**src/rtl/line_tracker_fsm.sv**
```systemverilog
// Line-follower steering controller: samples the sensor array once per
// control period, derives a signed position error and drives both motor
// channels (enable, direction, duty) with lost-line search/stop recovery.
module line_tracker_fsm #(
  parameter int NUM_SENSORS  = 5,
  parameter int CNT_WIDTH    = 21,
  parameter int PERIOD       = 2000000,
  parameter int SHARP_TH     = 2,
  parameter int LOST_PERIODS = 25,
  parameter int DUTY_WIDTH   = 8,
  parameter int FULL_DUTY    = 255,
  parameter int TURN_DUTY    = 160,
  parameter int SEARCH_DUTY  = 96
) (
  input  logic                   clk,
  input  logic                   reset,
  input  logic [NUM_SENSORS-1:0] sensors,
  input  logic [CNT_WIDTH-1:0]   count_in,
  output logic                   count_reset,
  output logic                   motor_l_reset,
  output logic                   motor_l_direction,
  output logic [DUTY_WIDTH-1:0]  motor_l_duty,
  output logic                   motor_r_reset,
  output logic                   motor_r_direction,
  output logic [DUTY_WIDTH-1:0]  motor_r_duty,
  output logic [2:0]             state_out,
  output logic                   lost
);

  localparam int CENTER = (NUM_SENSORS - 1) / 2;
  localparam int ERR_W  = $clog2(NUM_SENSORS * NUM_SENSORS) + 1;
  localparam int LOST_W = $clog2(LOST_PERIODS + 1);

  localparam logic [CNT_WIDTH-1:0]  TICK_AT  = CNT_WIDTH'(PERIOD - 1);
  localparam logic [LOST_W-1:0]     LOST_MAX = LOST_W'(LOST_PERIODS - 1);
  localparam logic [DUTY_WIDTH-1:0] D_FULL   = DUTY_WIDTH'(FULL_DUTY);
  localparam logic [DUTY_WIDTH-1:0] D_TURN   = DUTY_WIDTH'(TURN_DUTY);
  localparam logic [DUTY_WIDTH-1:0] D_SEARCH = DUTY_WIDTH'(SEARCH_DUTY);

  typedef enum logic [2:0] {
    S_IDLE     = 3'd0,
    S_FORWARD  = 3'd1,
    S_GENTLE_L = 3'd2,
    S_SHARP_L  = 3'd3,
    S_GENTLE_R = 3'd4,
    S_SHARP_R  = 3'd5,
    S_SEARCH   = 3'd6,
    S_STOP     = 3'd7
  } state_e;

  typedef enum logic {
    DIR_LEFT  = 1'b0,
    DIR_RIGHT = 1'b1
  } dir_e;

  state_e                   r_state;
  state_e                   w_next;
  logic                     r_count_reset;
  logic [LOST_W-1:0]        r_lost_cnt;
  logic [LOST_W-1:0]        w_lost_next;
  dir_e                     r_last_dir;
  dir_e                     w_dir_next;
  logic                     w_tick;
  logic                     w_any;
  logic signed [ERR_W-1:0]  w_err;

  // The cycle after a tick has count_reset high, which masks a second tick
  // while the counter is still at or above the threshold.
  assign w_tick = (count_in >= TICK_AT) && !r_count_reset;
  assign w_any  = |sensors;

  // Signed position error: each active sensor contributes its offset from centre.
  always_comb begin
    int v_sum;
    v_sum = 0;
    for (int unsigned i = 0; i < NUM_SENSORS; i++) begin
      if (sensors[i]) v_sum = v_sum + (int'(i) - CENTER);
    end
    w_err = ERR_W'(v_sum);
  end

  // State, lost counter, last-seen side and period-counter clear.
  always_ff @(posedge clk) begin
    if (!reset) begin
      r_state       <= S_IDLE;
      r_count_reset <= 1'b1;
      r_lost_cnt    <= '0;
      r_last_dir    <= DIR_LEFT;
    end else begin
      r_count_reset <= w_tick;
      if (w_tick) begin
        r_state    <= w_next;
        r_lost_cnt <= w_lost_next;
        r_last_dir <= w_dir_next;
      end
    end
  end

  // Next-state, lost counter and last-seen side as evaluated at a tick.
  always_comb begin
    int v_err;
    w_next      = r_state;
    w_lost_next = r_lost_cnt;
    w_dir_next  = r_last_dir;
    v_err       = int'(w_err);
    if (w_any) begin
      w_lost_next = '0;
      if (v_err == 0) begin
        w_next = S_FORWARD;
      end else if (v_err > 0) begin
        w_dir_next = DIR_LEFT;
        w_next     = (v_err >= SHARP_TH) ? S_SHARP_L : S_GENTLE_L;
      end else begin
        w_dir_next = DIR_RIGHT;
        w_next     = (-v_err >= SHARP_TH) ? S_SHARP_R : S_GENTLE_R;
      end
    end else if (r_state == S_IDLE || r_state == S_STOP) begin
      w_next = S_STOP;
    end else if (r_lost_cnt < LOST_MAX) begin
      w_next      = S_SEARCH;
      w_lost_next = r_lost_cnt + LOST_W'(1);
    end else begin
      w_next = S_STOP;
    end
  end

  // Moore output decode from the registered state.
  always_comb begin
    motor_l_reset     = 1'b1;
    motor_l_direction = 1'b0;
    motor_l_duty      = '0;
    motor_r_reset     = 1'b1;
    motor_r_direction = 1'b0;
    motor_r_duty      = '0;
    unique case (r_state)
      S_FORWARD: begin
        motor_l_reset     = 1'b0;
        motor_l_direction = 1'b1;
        motor_r_reset     = 1'b0;
        motor_l_duty      = D_FULL;
        motor_r_duty      = D_FULL;
      end
      S_GENTLE_L: begin
        motor_r_reset = 1'b0;
        motor_r_duty  = D_TURN;
      end
      S_SHARP_L: begin
        motor_l_reset = 1'b0;
        motor_r_reset = 1'b0;
        motor_l_duty  = D_TURN;
        motor_r_duty  = D_TURN;
      end
      S_GENTLE_R: begin
        motor_l_reset     = 1'b0;
        motor_l_direction = 1'b1;
        motor_l_duty      = D_TURN;
      end
      S_SHARP_R: begin
        motor_l_reset     = 1'b0;
        motor_l_direction = 1'b1;
        motor_r_reset     = 1'b0;
        motor_r_direction = 1'b1;
        motor_l_duty      = D_TURN;
        motor_r_duty      = D_TURN;
      end
      S_SEARCH: begin
        motor_l_reset = 1'b0;
        motor_r_reset = 1'b0;
        motor_l_duty  = D_SEARCH;
        motor_r_duty  = D_SEARCH;
        if (r_last_dir == DIR_RIGHT) begin
          motor_l_direction = 1'b1;
          motor_r_direction = 1'b1;
        end
      end
      default: ;
    endcase
  end

  assign count_reset = r_count_reset;
  assign state_out   = r_state;
  assign lost        = (r_state == S_SEARCH) || (r_state == S_STOP);

endmodule

```
**config.mk**
```make
export PLATFORM = sky130hd
export DESIGN_NAME = line_tracker_fsm
export DESIGN_NICKNAME = d
export VERILOG_FILES = /design/src/rtl/line_tracker_fsm.sv
export SDC_FILE = /design/constraint.sdc
export NUM_CORES = 1
export LEC_CHECK = 0
export CORE_ASPECT_RATIO = 0.5
export CORE_MARGIN = 5
export CORE_UTILIZATION = 49
export CTS_CLUSTER_DIAMETER = 120
export DETAILED_ROUTE_END_ITERATION = 6
export PLACE_DENSITY = 0.86
export SLEW_MARGIN = 30
export SYNTH_ARGS = -nofsm -noshare
export SYNTH_HDL_FRONTEND = slang
export SYNTH_SLANG_ARGS = --single-unit
```
**constraint.sdc**
```tcl
create_clock -name clk -period 7.3 [get_ports clk]
set_input_delay 1.46 -clock clk [delete_from_list [all_inputs] [get_ports clk]]
set_output_delay 1.46 -clock clk [all_outputs]
set_load 0.03 [all_outputs]
```
==> results.md <==
- Net switching is 36.3% of the power.
- STA classifies the critical path startpoint as an input port.
- The area inside the core boundary is 2960 um2.
- 0 antenna diodes ended up in the layout.
- The share of total power in combinational logic is 47.7%.
- The tree built by TritonCTS fans out to 10 sinks.
- The share of power burned in registers is 25.8%.
- Derived from the worst setup path, the maximum achievable clock frequency is 0.163 GHz.
- The global-route wire length before repair is 6150 um.
- The final net count is 273.
- The number of flops mapped to enable cells by yosys is 0.
- The maximum clock path buffer count is 2.
- The boundary pin count is 53.
- The remaining antenna violation count after routing is 0.
- The largest clock skew in the final design is 0.00383 ns.
- The share of flip-flops with an asynchronous set or reset after synthesis is 0%.
- The critical path goes through clkdlybuf4s50_1, inv_1, ha_1, nand2b_1, a31o_1, inv_1, ha_1, nor2_1, nor3_2, nand4_1, ha_1, nor4b_1, nand2_1, nor4_1, o311ai_1, a2111oi_2, o221ai_1.
- The violation count after the first detailed-route iteration is 68.
- The critical path's largest stage delay is 0.70 ns.
- The initial cell density of the core is 50.4%.
- The kind of critical path is input port to flip-flop.
- The global placement routability congestion is 0.798.
- The cell at the slowest stage of the critical path is sky130_fd_sc_hd__clkdlybuf4s50_1.
- The required time of the worst setup path is 7.40 ns.
- OpenSTA, run right after detailed placement, puts the worst setup slack at 0.727 ns.
- Together, buffers and inverters on the worst path number 3.
- For this run, design rule violations remaining after detail routing come to 0.
- The cell that appears most often on the critical path is sky130_fd_sc_hd__ha_1.
- The net switching power is 0.0792 mW.
- The final count of hold timing violations came to 0.
- The post-route netlist has 6.25% of its cells at a drive strength greater than 1.
- Dividing the detail-routed wire length by the instance count gives 14.1 um.
- The worst endpoint data arrival time is 6.24 ns.
- The via density per instance is 5.70.
- The reported max-cap violation count is 0.
- The via count of the first global-routing pass is 1387.
- After clock tree synthesis, the clock-pin slew on the worst setup and hold paths is 0.05 ns.
- The die area is 4310 um2.
- The cell family with the largest share of critical-path delay is simple AND/OR/NAND/NOR gates.
- The minimum setup slack in the final design is 1.17 ns.
- The cell area after synthesis is 1490 um2.
- Buffers added to address setup during post-CTS repair amount to 0.
- The mean instance size in the synthesized netlist is 7.93 um2.
- The insertion delay to the later sink of the worst-skew pair is 0.24 ns.
- Counting flops and latches in the post-synthesis netlist gives 10.
- The worst hold path belongs to the class flip-flop to flip-flop.
- The time the worst path needs with I/O delays and setup is 6.13 ns.
- For this block, the routed nets add up to 3730 um of wire.
- The die height is 49.0 um.
- In this run the clock root is driven by a sky130_fd_sc_hd__clkbuf_8.
- The number of placement rows is 14.
- The number of distinct library cells after synthesis is 60.
- The number of buffers inserted by hold repair at cts is 0.
- The instance count after placement with tap cells included is 261.
- The placed instances occupy a cell area of 1930 um2.
- The top fanout value on the critical path is 12.
- The number of vias after detailed routing is 1505.
- From synthesis to final layout, the design area changed by 32.5%.
- During synthesis, Yosys emitted a total of 0 warnings.
- The all-layer global routing usage is 17.6%.
- The leading cell type in the layout, fill and taps excluded is sky130_fd_sc_hd__clkdlybuf4s50_1.
- The register area share after synthesis is 13.4%.
- The number of buffers created by CTS is 3.
- Across all hold checks on the routed design, the worst slack comes to 0.501 ns.
- The clock network burns 26.6% of the power.
- Setup violations remaining at the end of the flow were counted as 0.
- Entering global routing, the biggest net connects 18 pins.
- When the netlist entered floorplanning its net count stood at 235.
- The number of antenna violations at the first check in global routing is 0.
- The flow ran to the end, and the final reports show no timing, DRC or antenna violations.
- Dividing the final minimum period by the clock period gives 84.0%.
- The total internal power is 0.139 mW.
- The quantity of gates resized following cts is 0.
- The predominant post-synthesis flop cell is sky130_fd_sc_hd__dfxtp_1.
- The final standard cell area without fillers is 1980 um2.
- The iteration count of the initial detailed-routing pass is 5.
- The type of element capturing the critical path is a flip-flop.
- The max-slew violation count was 0.
- The total number of H-tree levels is 1.
- For this run the aggregate overflow at the end of global routing stands at 0.
- In the layout the commonest cells are sky130_fd_sc_hd__clkdlybuf4s50_1, sky130_fd_sc_hd__ha_1, sky130_fd_sc_hd__nor2_1.
- The aggregate negative setup slack is 0 ns.
- Summed over all nets, the half-perimeter wirelength after detailed placement is 3010 um.
- The power per cell area is 110 nW/um2.
- The clock tree from TritonCTS is built.
- Port buffering added 52 buffers.
- Setup repair after global routing left no endpoint under its margin.
- The floorplan step set the die width to 88.0 um.
- The number of instances in the synthesized netlist is 188.
- Once layout is complete, the cells apart from fillers number 264.
- IR analysis of the VDD net gives a maximum drop of 0.0586 mV.
- For the pin with the worst max-slew slack, the measured transition is 0.655 ns.
- The worst slew margin relative to its limit is 56.4%.
- The analysis attributes to cell leakage a power of 0.752 nW.
layer usage:
metal / routed length, um / GRT usage, % / up-vias
met5: 0 / 0 / -
met4: 27 / 6.28 / 0
met3: 114 / 2.53 / 4
met2: 1930 / 32.4 / 33
met1: 1650 / 20.7 / 705
li1: - / - / 763
worst paths after layout:
check                           cells after the start           from            end  slack, ns
worst min-delay path                                2  r_lost_cnt[0]  r_lost_cnt[0]       0.50
worst min register to register                      2  r_lost_cnt[0]  r_lost_cnt[0]       0.50
worst max register to register                      5   state_out[0]  r_lost_cnt[3]       5.36
worst max-delay path                               17     sensors[1]   state_out[0]       1.17
metrics by stage:
step           total power, mW  util, %
4_1_cts                  0.218     66.6
2_1_floorplan            0.128        -
6_report                 0.218     66.7
3_3_place_gp             0.157     65.2
5_1_grt                  0.234     66.7
3_5_place_dp             0.159     65.2
Yosys cell counts (2+ instances only):
cell type	instances	area, um2
sky130_fd_sc_hd__a21oi_1	9	45.0
sky130_fd_sc_hd__buf_6	2	22.5
sky130_fd_sc_hd__nand4_1	8	50.1
sky130_fd_sc_hd__xor2_1	4	35.0
sky130_fd_sc_hd__clkbuf_1	2	7.51
sky130_fd_sc_hd__a211oi_2	2	25.0
sky130_fd_sc_hd__buf_4	11	82.6
sky130_fd_sc_hd__and3_1	2	12.5
sky130_fd_sc_hd__ha_1	19	238
sky130_fd_sc_hd__dfxtp_1	10	200
sky130_fd_sc_hd__xnor2_1	3	26.3
sky130_fd_sc_hd__nand3_1	3	15.0
sky130_fd_sc_hd__inv_1	10	37.5
sky130_fd_sc_hd__nand3b_1	6	45.0
sky130_fd_sc_hd__mux2i_1	2	20.0
sky130_fd_sc_hd__and2_1	3	18.8
sky130_fd_sc_hd__nor4_1	2	12.5
sky130_fd_sc_hd__nor3_1	4	20.0
sky130_fd_sc_hd__nand4b_1	4	35.0
sky130_fd_sc_hd__nand2_1	11	41.3
sky130_fd_sc_hd__nor4b_1	2	17.5
sky130_fd_sc_hd__nor2_1	16	60.1
sky130_fd_sc_hd__a211oi_1	4	30.0
sky130_fd_sc_hd__o21ai_0	8	40.0
sky130_fd_sc_hd__buf_2	3	15.0
sky130_fd_sc_hd__a21boi_0	2	15.0
sky130_fd_sc_hd__o31ai_1	2	15.0
sky130_fd_sc_hd__nand2b_1	2	12.5
final cells by class:
| cell class | count | area [um2] |
|---|---|---|
| Multi-Input combinational cell | 149 | 1130 |
| Fill cell | 223 | 985 |
| Timing Repair Buffer | 52 | 520 |
| Sequential cell | 10 | 200 |
| Tap cell | 40 | 50.0 |
| Clock buffer | 3 | 41.3 |
| Inverter | 10 | 37.5 |
power groups by stage:
stage               clock [mW]  sequential [mW]  combinational (mW)
CTS                     0.0593           0.0562               0.103
global placement             0           0.0572              0.0996
floorplan                    0           0.0580              0.0696
finish                  0.0579           0.0562               0.104
global route            0.0640           0.0562               0.114
detailed placement           0           0.0572               0.102
registers in the layout, summed over array words and instances (netlist names):
register,flops
state_out,3
r_last_dir,1
count_reset,1
r_lost_cnt,5
kinds of logic (layout without fill, tap and decap cells):
| logic type | Yosys count | count (layout) | share of synthesized area (%) |
|---|---|---|---|
| AND/OR/NAND/NOR | 75 | 75 | 29.5 |
| AO/OA/AOI/OAI | 46 | 46 | 24.3 |
| buffers and inverters | 29 | 65 | 11.3 |
| adder cells (fa/ha/maj) | 19 | 19 | 15.9 |
| flip-flops | 10 | 10 | 13.4 |
| XOR/XNOR | 7 | 7 | 4.11 |
| multiplexers | 2 | 2 | 1.34 |
tightest hold or removal path, delay by kind of cell, from the launching register on:
kind / cells / cell delay [ns]
AOI/OAI and AO/OA: 1 / 0.05
DFF: 1 / 0.33
and+or+nand+nor: 1 / 0.06
Note: power is estimated with default switching activity, not from simulation.
